`src/rtl/fpu.sv`:
```
`timescale 1ns/1ps
// fpu: half-precision (binary16) add/sub/mul unit behind a UART link.
// A 6-byte command frame (A lo/hi, B lo/hi, OP lo/hi) arrives on rx, and the
// 16-bit result goes back on tx, low byte first. Subnormals flush to zero.
// Rounding is round-to-nearest-even.
//
// Ports:
//   clk   - system clock, rising edge
//   rst   - asynchronous active-low reset
//   rx    - UART receive line, 8N1, idle high
//   tx    - UART transmit line, 8N1, idle high
//   ready - high while idle and able to accept a new frame
//   error - exception/framing flag of the last frame; cleared at next frame start
module fpu #(
  parameter int CLK_FREQ     = 50000000,
  parameter int BAUD         = 115200,
  parameter int CLKS_PER_BIT = CLK_FREQ / BAUD
) (
  input  logic clk,
  input  logic rst,
  input  logic rx,
  output logic tx,
  output logic ready,
  output logic error
);

  localparam int CNT_W = $clog2(CLKS_PER_BIT + 1);
  localparam logic [CNT_W-1:0] BIT_LAST  = CNT_W'(CLKS_PER_BIT - 1);
  localparam logic [CNT_W-1:0] HALF_LAST = CNT_W'(CLKS_PER_BIT / 2 - 1);

  typedef enum logic [1:0] {RX_IDLE, RX_START, RX_DATA, RX_STOP} rx_state_t;
  typedef enum logic [1:0] {TX_IDLE, TX_START, TX_DATA, TX_STOP} tx_state_t;
  typedef enum logic [2:0] {T_IDLE, T_RECV, T_COMPUTE, T_SEND_LO, T_SEND_HI} top_state_t;

  // Leading-zero count of a 14-bit value (14 when the value is zero).
  function automatic logic [3:0] lzc14(input logic [13:0] v);
    logic [3:0] n;
    n = 4'd14;
    for (int i = 0; i < 14; i++) begin
      if (v[i]) n = 4'(13 - i);
    end
    return n;
  endfunction

  // Round a normalised significand {hidden, frac[9:0], guard, round, sticky}
  // to nearest-even and pack it. Bit 16 of the return value flags overflow.
  function automatic logic [16:0] round_pack(input logic s,
                                             input logic signed [7:0] e,
                                             input logic [13:0] m);
    logic             inc;
    logic [11:0]      r;
    logic signed [7:0] e2;
    logic [16:0]      res;
    inc = m[2] & (m[1] | m[0] | m[3]);
    r   = {1'b0, m[13:3]} + {11'd0, inc};
    e2  = e;
    if (r[11]) begin
      r  = r >> 1;
      e2 = e + 8'sd1;
    end
    if (e2 > 8'sd30)     res = {1'b1, s, 5'h1F, 10'h000};
    else if (e2 < 8'sd1) res = 17'h0;
    else                 res = {1'b0, s, e2[4:0], r[9:0]};
    return res;
  endfunction

  // ---------------- state ----------------
  logic                rx_s1_q, rx_s2_q, rx_prev_q;
  rx_state_t           rxs_q, rxs_d;
  logic [CNT_W-1:0]    rcnt_q, rcnt_d;
  logic [2:0]          rbit_q, rbit_d;
  logic [7:0]          rsh_q, rsh_d;
  logic                rx_start_ok, rx_byte_vld, rx_ferr;

  tx_state_t           txs_q, txs_d;
  logic [CNT_W-1:0]    tcnt_q, tcnt_d;
  logic [2:0]          tbit_q, tbit_d;
  logic [7:0]          tsh_q, tsh_d;
  logic                tx_q, tx_d;
  logic                tx_go, tx_done;
  logic [7:0]          tx_byte;

  top_state_t          top_q, top_d;
  logic [2:0]          bcnt_q, bcnt_d;
  logic [15:0]         a_q, a_d, b_q, b_d, op_q, op_d, res_q, res_d;
  logic                err_q, err_d;

  logic [15:0]         calc_res;
  logic                calc_err;

  always_ff @(posedge clk or negedge rst) begin
    if (!rst) begin
      rx_s1_q   <= 1'b1;
      rx_s2_q   <= 1'b1;
      rx_prev_q <= 1'b1;
      rxs_q     <= RX_IDLE;
      rcnt_q    <= '0;
      rbit_q    <= '0;
      rsh_q     <= '0;
      txs_q     <= TX_IDLE;
      tcnt_q    <= '0;
      tbit_q    <= '0;
      tsh_q     <= '0;
      tx_q      <= 1'b1;
      top_q     <= T_IDLE;
      bcnt_q    <= '0;
      a_q       <= '0;
      b_q       <= '0;
      op_q      <= '0;
      res_q     <= '0;
      err_q     <= 1'b0;
    end else begin
      rx_s1_q   <= rx;
      rx_s2_q   <= rx_s1_q;
      rx_prev_q <= rx_s2_q;
      rxs_q     <= rxs_d;
      rcnt_q    <= rcnt_d;
      rbit_q    <= rbit_d;
      rsh_q     <= rsh_d;
      txs_q     <= txs_d;
      tcnt_q    <= tcnt_d;
      tbit_q    <= tbit_d;
      tsh_q     <= tsh_d;
      tx_q      <= tx_d;
      top_q     <= top_d;
      bcnt_q    <= bcnt_d;
      a_q       <= a_d;
      b_q       <= b_d;
      op_q      <= op_d;
      res_q     <= res_d;
      err_q     <= err_d;
    end
  end

  // ---------------- UART receiver ----------------
  always_comb begin
    rxs_d       = rxs_q;
    rcnt_d      = rcnt_q;
    rbit_d      = rbit_q;
    rsh_d       = rsh_q;
    rx_start_ok = 1'b0;
    rx_byte_vld = 1'b0;
    rx_ferr     = 1'b0;
    unique case (rxs_q)
      RX_IDLE: begin
        if (rx_prev_q && !rx_s2_q) begin
          rxs_d  = RX_START;
          rcnt_d = '0;
        end
      end
      RX_START: begin
        // Re-check the line half a bit in so a short glitch is not taken as a start bit.
        if (rcnt_q == HALF_LAST) begin
          rcnt_d = '0;
          rbit_d = '0;
          if (!rx_s2_q) begin
            rxs_d       = RX_DATA;
            rx_start_ok = 1'b1;
          end else begin
            rxs_d = RX_IDLE;
          end
        end else begin
          rcnt_d = rcnt_q + 1'b1;
        end
      end
      RX_DATA: begin
        if (rcnt_q == BIT_LAST) begin
          rcnt_d = '0;
          rsh_d  = {rx_s2_q, rsh_q[7:1]};
          if (rbit_q == 3'd7) rxs_d = RX_STOP;
          else                rbit_d = rbit_q + 1'b1;
        end else begin
          rcnt_d = rcnt_q + 1'b1;
        end
      end
      RX_STOP: begin
        if (rcnt_q == BIT_LAST) begin
          rcnt_d = '0;
          rxs_d  = RX_IDLE;
          if (rx_s2_q) rx_byte_vld = 1'b1;
          else         rx_ferr     = 1'b1;
        end else begin
          rcnt_d = rcnt_q + 1'b1;
        end
      end
      default: rxs_d = RX_IDLE;
    endcase
  end

  // ---------------- UART transmitter ----------------
  // tx_done fires in the last cycle of the stop bit; a tx_go in that same cycle
  // starts the next byte with no idle gap.
  always_comb begin
    txs_d   = txs_q;
    tcnt_d  = tcnt_q;
    tbit_d  = tbit_q;
    tsh_d   = tsh_q;
    tx_done = 1'b0;
    unique case (txs_q)
      TX_IDLE: ;
      TX_START: begin
        if (tcnt_q == BIT_LAST) begin
          tcnt_d = '0;
          tbit_d = '0;
          txs_d  = TX_DATA;
        end else begin
          tcnt_d = tcnt_q + 1'b1;
        end
      end
      TX_DATA: begin
        if (tcnt_q == BIT_LAST) begin
          tcnt_d = '0;
          tsh_d  = tsh_q >> 1;
          if (tbit_q == 3'd7) txs_d = TX_STOP;
          else                tbit_d = tbit_q + 1'b1;
        end else begin
          tcnt_d = tcnt_q + 1'b1;
        end
      end
      TX_STOP: begin
        if (tcnt_q == BIT_LAST) begin
          tcnt_d  = '0;
          txs_d   = TX_IDLE;
          tx_done = 1'b1;
        end else begin
          tcnt_d = tcnt_q + 1'b1;
        end
      end
      default: txs_d = TX_IDLE;
    endcase
    if (tx_go) begin
      txs_d  = TX_START;
      tcnt_d = '0;
      tsh_d  = tx_byte;
    end
    // Line level follows the next state so tx is registered and glitch-free.
    unique case (txs_d)
      TX_START: tx_d = 1'b0;
      TX_DATA:  tx_d = tsh_d[0];
      default:  tx_d = 1'b1;
    endcase
  end

  // ---------------- arithmetic ----------------
  logic              sa, sb, sb_eff, sx, swap, eff_sub;
  logic [4:0]        ea, eb, ex, ey, ed;
  logic [10:0]       ma, mb, mx, my;
  logic [23:0]       al_sh;
  logic [13:0]       al_y, a_nrm, m_nrm;
  logic [14:0]       sum;
  logic [3:0]        lz;
  logic signed [7:0] a_exp, m_exp;
  logic [21:0]       prod;
  logic [16:0]       add_rp, mul_rp;

  always_comb begin
    sa      = a_q[15];
    sb      = b_q[15];
    ea      = a_q[14:10];
    eb      = b_q[14:10];
    // Subnormal inputs flush to zero: no hidden bit, fraction dropped.
    ma      = (ea == 5'd0) ? 11'd0 : {1'b1, a_q[9:0]};
    mb      = (eb == 5'd0) ? 11'd0 : {1'b1, b_q[9:0]};
    sb_eff  = sb ^ op_q[0];
    eff_sub = sa ^ sb_eff;
    swap    = {eb, mb} > {ea, ma};
    sx      = swap ? sb_eff : sa;
    ex      = swap ? eb : ea;
    mx      = swap ? mb : ma;
    ey      = swap ? ea : eb;
    my      = swap ? ma : mb;
    ed      = ex - ey;
    al_sh   = '0;
    lz      = '0;

    // Add/sub: align the smaller operand keeping guard, round and sticky bits.
    if (ed > 5'd13) begin
      al_y = {13'd0, |my};
    end else begin
      al_sh = {my, 13'd0} >> ed;
      al_y  = {al_sh[23:11], |al_sh[10:0]};
    end
    sum = eff_sub ? ({1'b0, mx, 3'd0} - {1'b0, al_y})
                  : ({1'b0, mx, 3'd0} + {1'b0, al_y});
    if (sum[14]) begin
      a_nrm = {sum[14:2], sum[1] | sum[0]};
      a_exp = $signed({3'd0, ex}) + 8'sd1;
    end else begin
      lz    = lzc14(sum[13:0]);
      a_nrm = sum[13:0] << lz;
      a_exp = $signed({3'd0, ex}) - $signed({4'd0, lz});
    end
    add_rp = round_pack(sx, a_exp, a_nrm);
    if (sum == 15'd0) add_rp = 17'd0;

    // Mul: product of two [1,2) significands lies in [1,4), so at most one right shift.
    prod  = {11'd0, ma} * {11'd0, mb};
    m_exp = $signed({3'd0, ea}) + $signed({3'd0, eb}) - 8'sd15;
    if (prod[21]) begin
      m_nrm = {prod[21:9], |prod[8:0]};
      m_exp = m_exp + 8'sd1;
    end else begin
      m_nrm = {prod[20:8], |prod[7:0]};
    end
    mul_rp = round_pack(sa ^ sb, m_exp, m_nrm);
    if (ea == 5'd0 || eb == 5'd0) mul_rp = {1'b0, sa ^ sb, 15'd0};

    if (op_q > 16'd2 || ea == 5'h1F || eb == 5'h1F) begin
      calc_err = 1'b1;
      calc_res = 16'h7E00;
    end else if (op_q == 16'd2) begin
      calc_err = mul_rp[16];
      calc_res = mul_rp[15:0];
    end else begin
      calc_err = add_rp[16];
      calc_res = add_rp[15:0];
    end
  end

  // ---------------- command/response sequencer ----------------
  always_comb begin
    top_d   = top_q;
    bcnt_d  = bcnt_q;
    a_d     = a_q;
    b_d     = b_q;
    op_d    = op_q;
    res_d   = res_q;
    err_d   = err_q;
    tx_go   = 1'b0;
    tx_byte = 8'h00;
    unique case (top_q)
      T_IDLE: begin
        if (rx_start_ok) begin
          top_d  = T_RECV;
          bcnt_d = '0;
          err_d  = 1'b0;
        end
      end
      T_RECV: begin
        if (rx_ferr) begin
          top_d  = T_IDLE;
          bcnt_d = '0;
          err_d  = 1'b1;
        end else if (rx_byte_vld) begin
          unique case (bcnt_q)
            3'd0:    a_d[7:0]   = rsh_q;
            3'd1:    a_d[15:8]  = rsh_q;
            3'd2:    b_d[7:0]   = rsh_q;
            3'd3:    b_d[15:8]  = rsh_q;
            3'd4:    op_d[7:0]  = rsh_q;
            default: op_d[15:8] = rsh_q;
          endcase
          if (bcnt_q == 3'd5) begin
            top_d  = T_COMPUTE;
            bcnt_d = '0;
          end else begin
            bcnt_d = bcnt_q + 1'b1;
          end
        end
      end
      T_COMPUTE: begin
        res_d   = calc_res;
        err_d   = err_q | calc_err;
        tx_go   = 1'b1;
        tx_byte = calc_res[7:0];
        top_d   = T_SEND_LO;
      end
      T_SEND_LO: begin
        if (tx_done) begin
          tx_go   = 1'b1;
          tx_byte = res_q[15:8];
          top_d   = T_SEND_HI;
        end
      end
      T_SEND_HI: begin
        if (tx_done) top_d = T_IDLE;
      end
      default: top_d = T_IDLE;
    endcase
  end

  assign tx    = tx_q;
  assign ready = (top_q == T_IDLE);
  assign error = err_q;

endmodule

```
`config.mk`:
```
export PLATFORM = sky130hd
export DESIGN_NAME = fpu
export DESIGN_NICKNAME = d
export VERILOG_FILES = /design/src/rtl/fpu.sv
export SDC_FILE = /design/constraint.sdc
export NUM_CORES = 1
export LEC_CHECK = 0
export CAP_MARGIN = 30
export CORE_MARGIN = 1
export CORE_UTILIZATION = 45
export DETAILED_ROUTE_END_ITERATION = 7
export PLACE_DENSITY = 0.6
export SYNTH_ARGS = -nofsm -noshare
export SYNTH_HDL_FRONTEND = slang
export SYNTH_SLANG_ARGS = --single-unit
```
`constraint.sdc`:
```
create_clock -name clk -period 15.5 [get_ports clk]
set_clock_uncertainty 0.05 [all_clocks]
set_input_delay 1.55 -clock clk [delete_from_list [all_inputs] [get_ports clk]]
set_output_delay 1.55 -clock clk [all_outputs]
set_load 0.05 [all_outputs]
```
==> impl_metrics.toml <==
[timing]
layout_min_cycle_time_ns = 12.63
setup-violations-final = 0
final-max-slew-violation-count = 0
rsz0062_at_grt = "false"
setup_total_negative_slack_ns = 0
slew-limit-headroom = 0.325
tightest_slew_ns = 1.01
setup_ws_ns = 2.87
final.period_utilization = 0.815
clock.fmax_mhz = 79.2
finalHoldViolations = 0

[place]
finalWeightedCongestion = 0.975
dpl_worst_slack_ns = 3.17
place.detailed.hpwl_um = 38000
buffer_ports.inserted = 5
placement_stage_cell_area_um2 = 16800

[floorplan]
fp.coreArea_um2 = 35700
io_pins = 6
floorplan.die.height_um = 193
die_width_um = 193
placementRows = 69
die_area_um2 = 37100
floorplan.initialDensity = 0.458

[setup_path]
worst-path-max-fanout = 26
path_common_cell = "a21oi_1"
category_of_the_most_critical_setup_path = "reg -> reg"
reg2reg_launch_point = "b_q[13]$_DFFE_PN0P_"
data_arrival_time_of_the_critical_path_ns = 12.82
worst_path_largest_cell_delay_ns = 0.75
setup.reg_to_reg.worst_slack_ns = 2.87
worst-endpoint-required_ns = 15.69
critical_path.endpoint_type = "register"
slowest_stage = "o311ai_1"
element_type_at_the_critical_path_start = "register"
critical_path.reg2reg.endpoint = "res_q[13]$_DFFE_PN0P_"
path_depth_of_the_worst_reg2reg_path = 56

[worst_hold_path]
timing.hold.worst_endpoint = "rx_s2_q$_DFF_PN1_"
holdCritStartpoint = "rx_s1_q$_DFF_PN1_"
hold_path.class = "reg -> reg"
worstHoldPathCells = 0

[finish]
finish.instance_area_um2 = 17100
multiInputGateArea_um2 = 12500
layout.nets = 2230
area_growth_syn_to_layout_pct = 4.80
layout-drive-gt1-share = 0.0896
layout.filler_cells = 3467
final-seq-area_um2 = 2780
diodes = 0

[synthesis]
netlist_instances = 2046
count_of_flip_flops_with_a_built_in_enable_after_synthesis = 0
synth.distinct_cells = 118
register_bit_total_from_synthesis = 111
syn-cell-area_um2 = 16300
post_synth.cell_area_avg_um2 = 7.98
most_frequently_used_flop_master_after_synthesis = "dfrtp_1"
synth_nets = 2272
synth_sequential_area_ratio = 0.170
synth-async-reset-ratio = 1.00
yosysWarningCount = 0

[clock_network]
post_cts.resized_instances = 0
clkSinkCount = 111
clock_edge_transition_at_the_registers_on_the_reported_setup_and_hold_paths_ns = 0.07
hold_buffers = 0
post_cts.repair.setup_buffers = 0
worstSkewPairLatency_ns = 0.36
numCtsBuffers = 9
tritoncts_clock_tree = "done"
clock_path_buffers = 2
htree_levels = 3
clock_tree.root_cell = "clkbuf_16"

[pwr]
irDropWorstVdd_v = 0.0000525
power.density_cell_area_nw_per_um2 = 35.0
p_leak_nw = 8.17
report.power.total_w = 0.000599

[routing]
drt_first_iter_violations = 1411
dr_wl_cell_um = 19.4
average_via_count_per_standard_cell = 6.07
vias = 15000
detail_route.first_pass.iterations = 7
route.final.wire_length_um = 47900
final_antenna_net_count = 0
drc = 4

[grt]
grt_remaining_overflow = 0
first_global_vias = 14500
grt_pass1_wl_um = 79100
largest_net_degree_at_the_start_of_global_routing = 60
number_of_antenna_violations_at_the_first_check_in_global_routing = 0
grt_use_total = 0.269

[job]
maxCapViolations = 0

[run_status]
violations_in_the_final_reports = "DRC"
outcome = "complete, but fails checks"
[cell usage in the layout (no fill, tap or decap), drive strengths merged, types with 64 or more instances in the layout]
cell type / synthesis / layout
nand2: 251 / 251
inv: 203 / 206
ha: 140 / 140
o21ai: 138 / 138
nor2: 134 / 134
dfrtp: 107 / 107
a21oi: 104 / 104
fa: 83 / 83
mux2: 64 / 64
nand3: 64 / 64
[Yosys cell counts, drive strengths merged, types with 25 or more instances]
cell type / n / share of area
and2: 55 / 0.021
dfrtp: 107 / 0.16
a21o: 25 / 0.011
clkbuf: 61 / 0.014
nor3: 58 / 0.018
and3: 42 / 0.016
mux2: 64 / 0.044
nand2: 251 / 0.058
nand3: 64 / 0.021
ha: 140 / 0.11
a211oi: 26 / 0.014
nor2: 134 / 0.031
fa: 83 / 0.10
a21oi: 104 / 0.033
o21ai: 138 / 0.043
xnor2: 51 / 0.029
mux2i: 35 / 0.021
inv: 203 / 0.047
[state kept, by name (all words and copies together), names as in the netlist, 2 cells and up, named ones only]
register,cells
a_q,16
b_q,16
op_q,16
rcnt_q,9
tcnt_q,9
res_q,8
rsh_q,8
tsh_q,8
bcnt_q,3
rbit_q,3
tbit_q,3
top_q,3
txs_q,2
[where the power goes]
part / switching [W] / total (W) / internal, W
Combinational: 0.0000301 / 0.0000475 / 0.0000174
Sequential: 0.0000145 / 0.000314 / 0.000299
Clock: 0.000110 / 0.000238 / 0.000127
Total: 0.000155 / 0.000599 / 0.000444
[per-stage QoR]
stage                     cells   util  hold slack, ns
after floorplan            2046      -           0.295
after global placement     2453  0.471           0.296
after detailed placement   2453  0.471           0.301
after CTS                  2469  0.480           0.312
after global routing       2470  0.480           0.316
final                      2470  0.480           0.309
[how the worst max path moves through the flow]
stage | startpoint | end | slack (ns) | cells past startpoint
3_3_place_gp | b_q[13]$_DFFE_PN0P_ | tsh_q[3]$_DFFE_PN0P_ | 3.44 | 48
5_1_grt | b_q[13]$_DFFE_PN0P_ | tsh_q[5]$_DFFE_PN0P_ | 1.61 | 56
3_5_place_dp | b_q[13]$_DFFE_PN0P_ | tsh_q[3]$_DFFE_PN0P_ | 3.17 | 49
2_1_floorplan | b_q[13]$_DFFE_PN0P_ | tsh_q[3]$_DFFE_PN0P_ | 4.54 | 58
4_1_cts | b_q[13]$_DFFE_PN0P_ | tsh_q[5]$_DFFE_PN0P_ | 3.09 | 57
6_report | b_q[13]$_DFFE_PN0P_ | res_q[13]$_DFFE_PN0P_ | 2.87 | 56
[cell families (layout without fill, tap and decap cells)]
kind of cell    count (synthesis)  count (layout)  synth area share
compound gates                513             513             0.218
flops                         111             111             0.170
mux                           100             100            0.0669
simple gates                  738             738             0.225
fa+ha+maj                     223             223             0.209
xor+xnor                       74              74            0.0422
buf+inv                       287             250            0.0680
[worst max-delay path: cells and delay by family, from the launching register on]
family                     cells  cell delay [ns]
buffers and inverters          4             0.59
DFF                            1             0.46
and+or+nand+nor               18             3.41
xor gates and xnor gates       1             0.24
muxes                          2             0.30
adders and majority gates      6             1.57
AOI/OAI and AO/OA             25             5.87
[layer usage]
metal / up-vias / wire [µm] / track usage
li1: 7171 / - / -
met1: 7299 / 22600 / 0.380
met2: 434 / 22100 / 0.439
met3: 79 / 2420 / 0.0304
met4: 0 / 910 / 0.0633
met5: - / 0 / 0
[area by class of cell]
class	count	area share
repair buffers	29	0.0133
inverters	205	0.0451
flip-flops and latches	111	0.163
clock inverters	7	0.00453
clock buffers	9	0.0132
well taps	461	0.0337
multi-input cells	1648	0.728
Power figures use the tool's default switching activity.
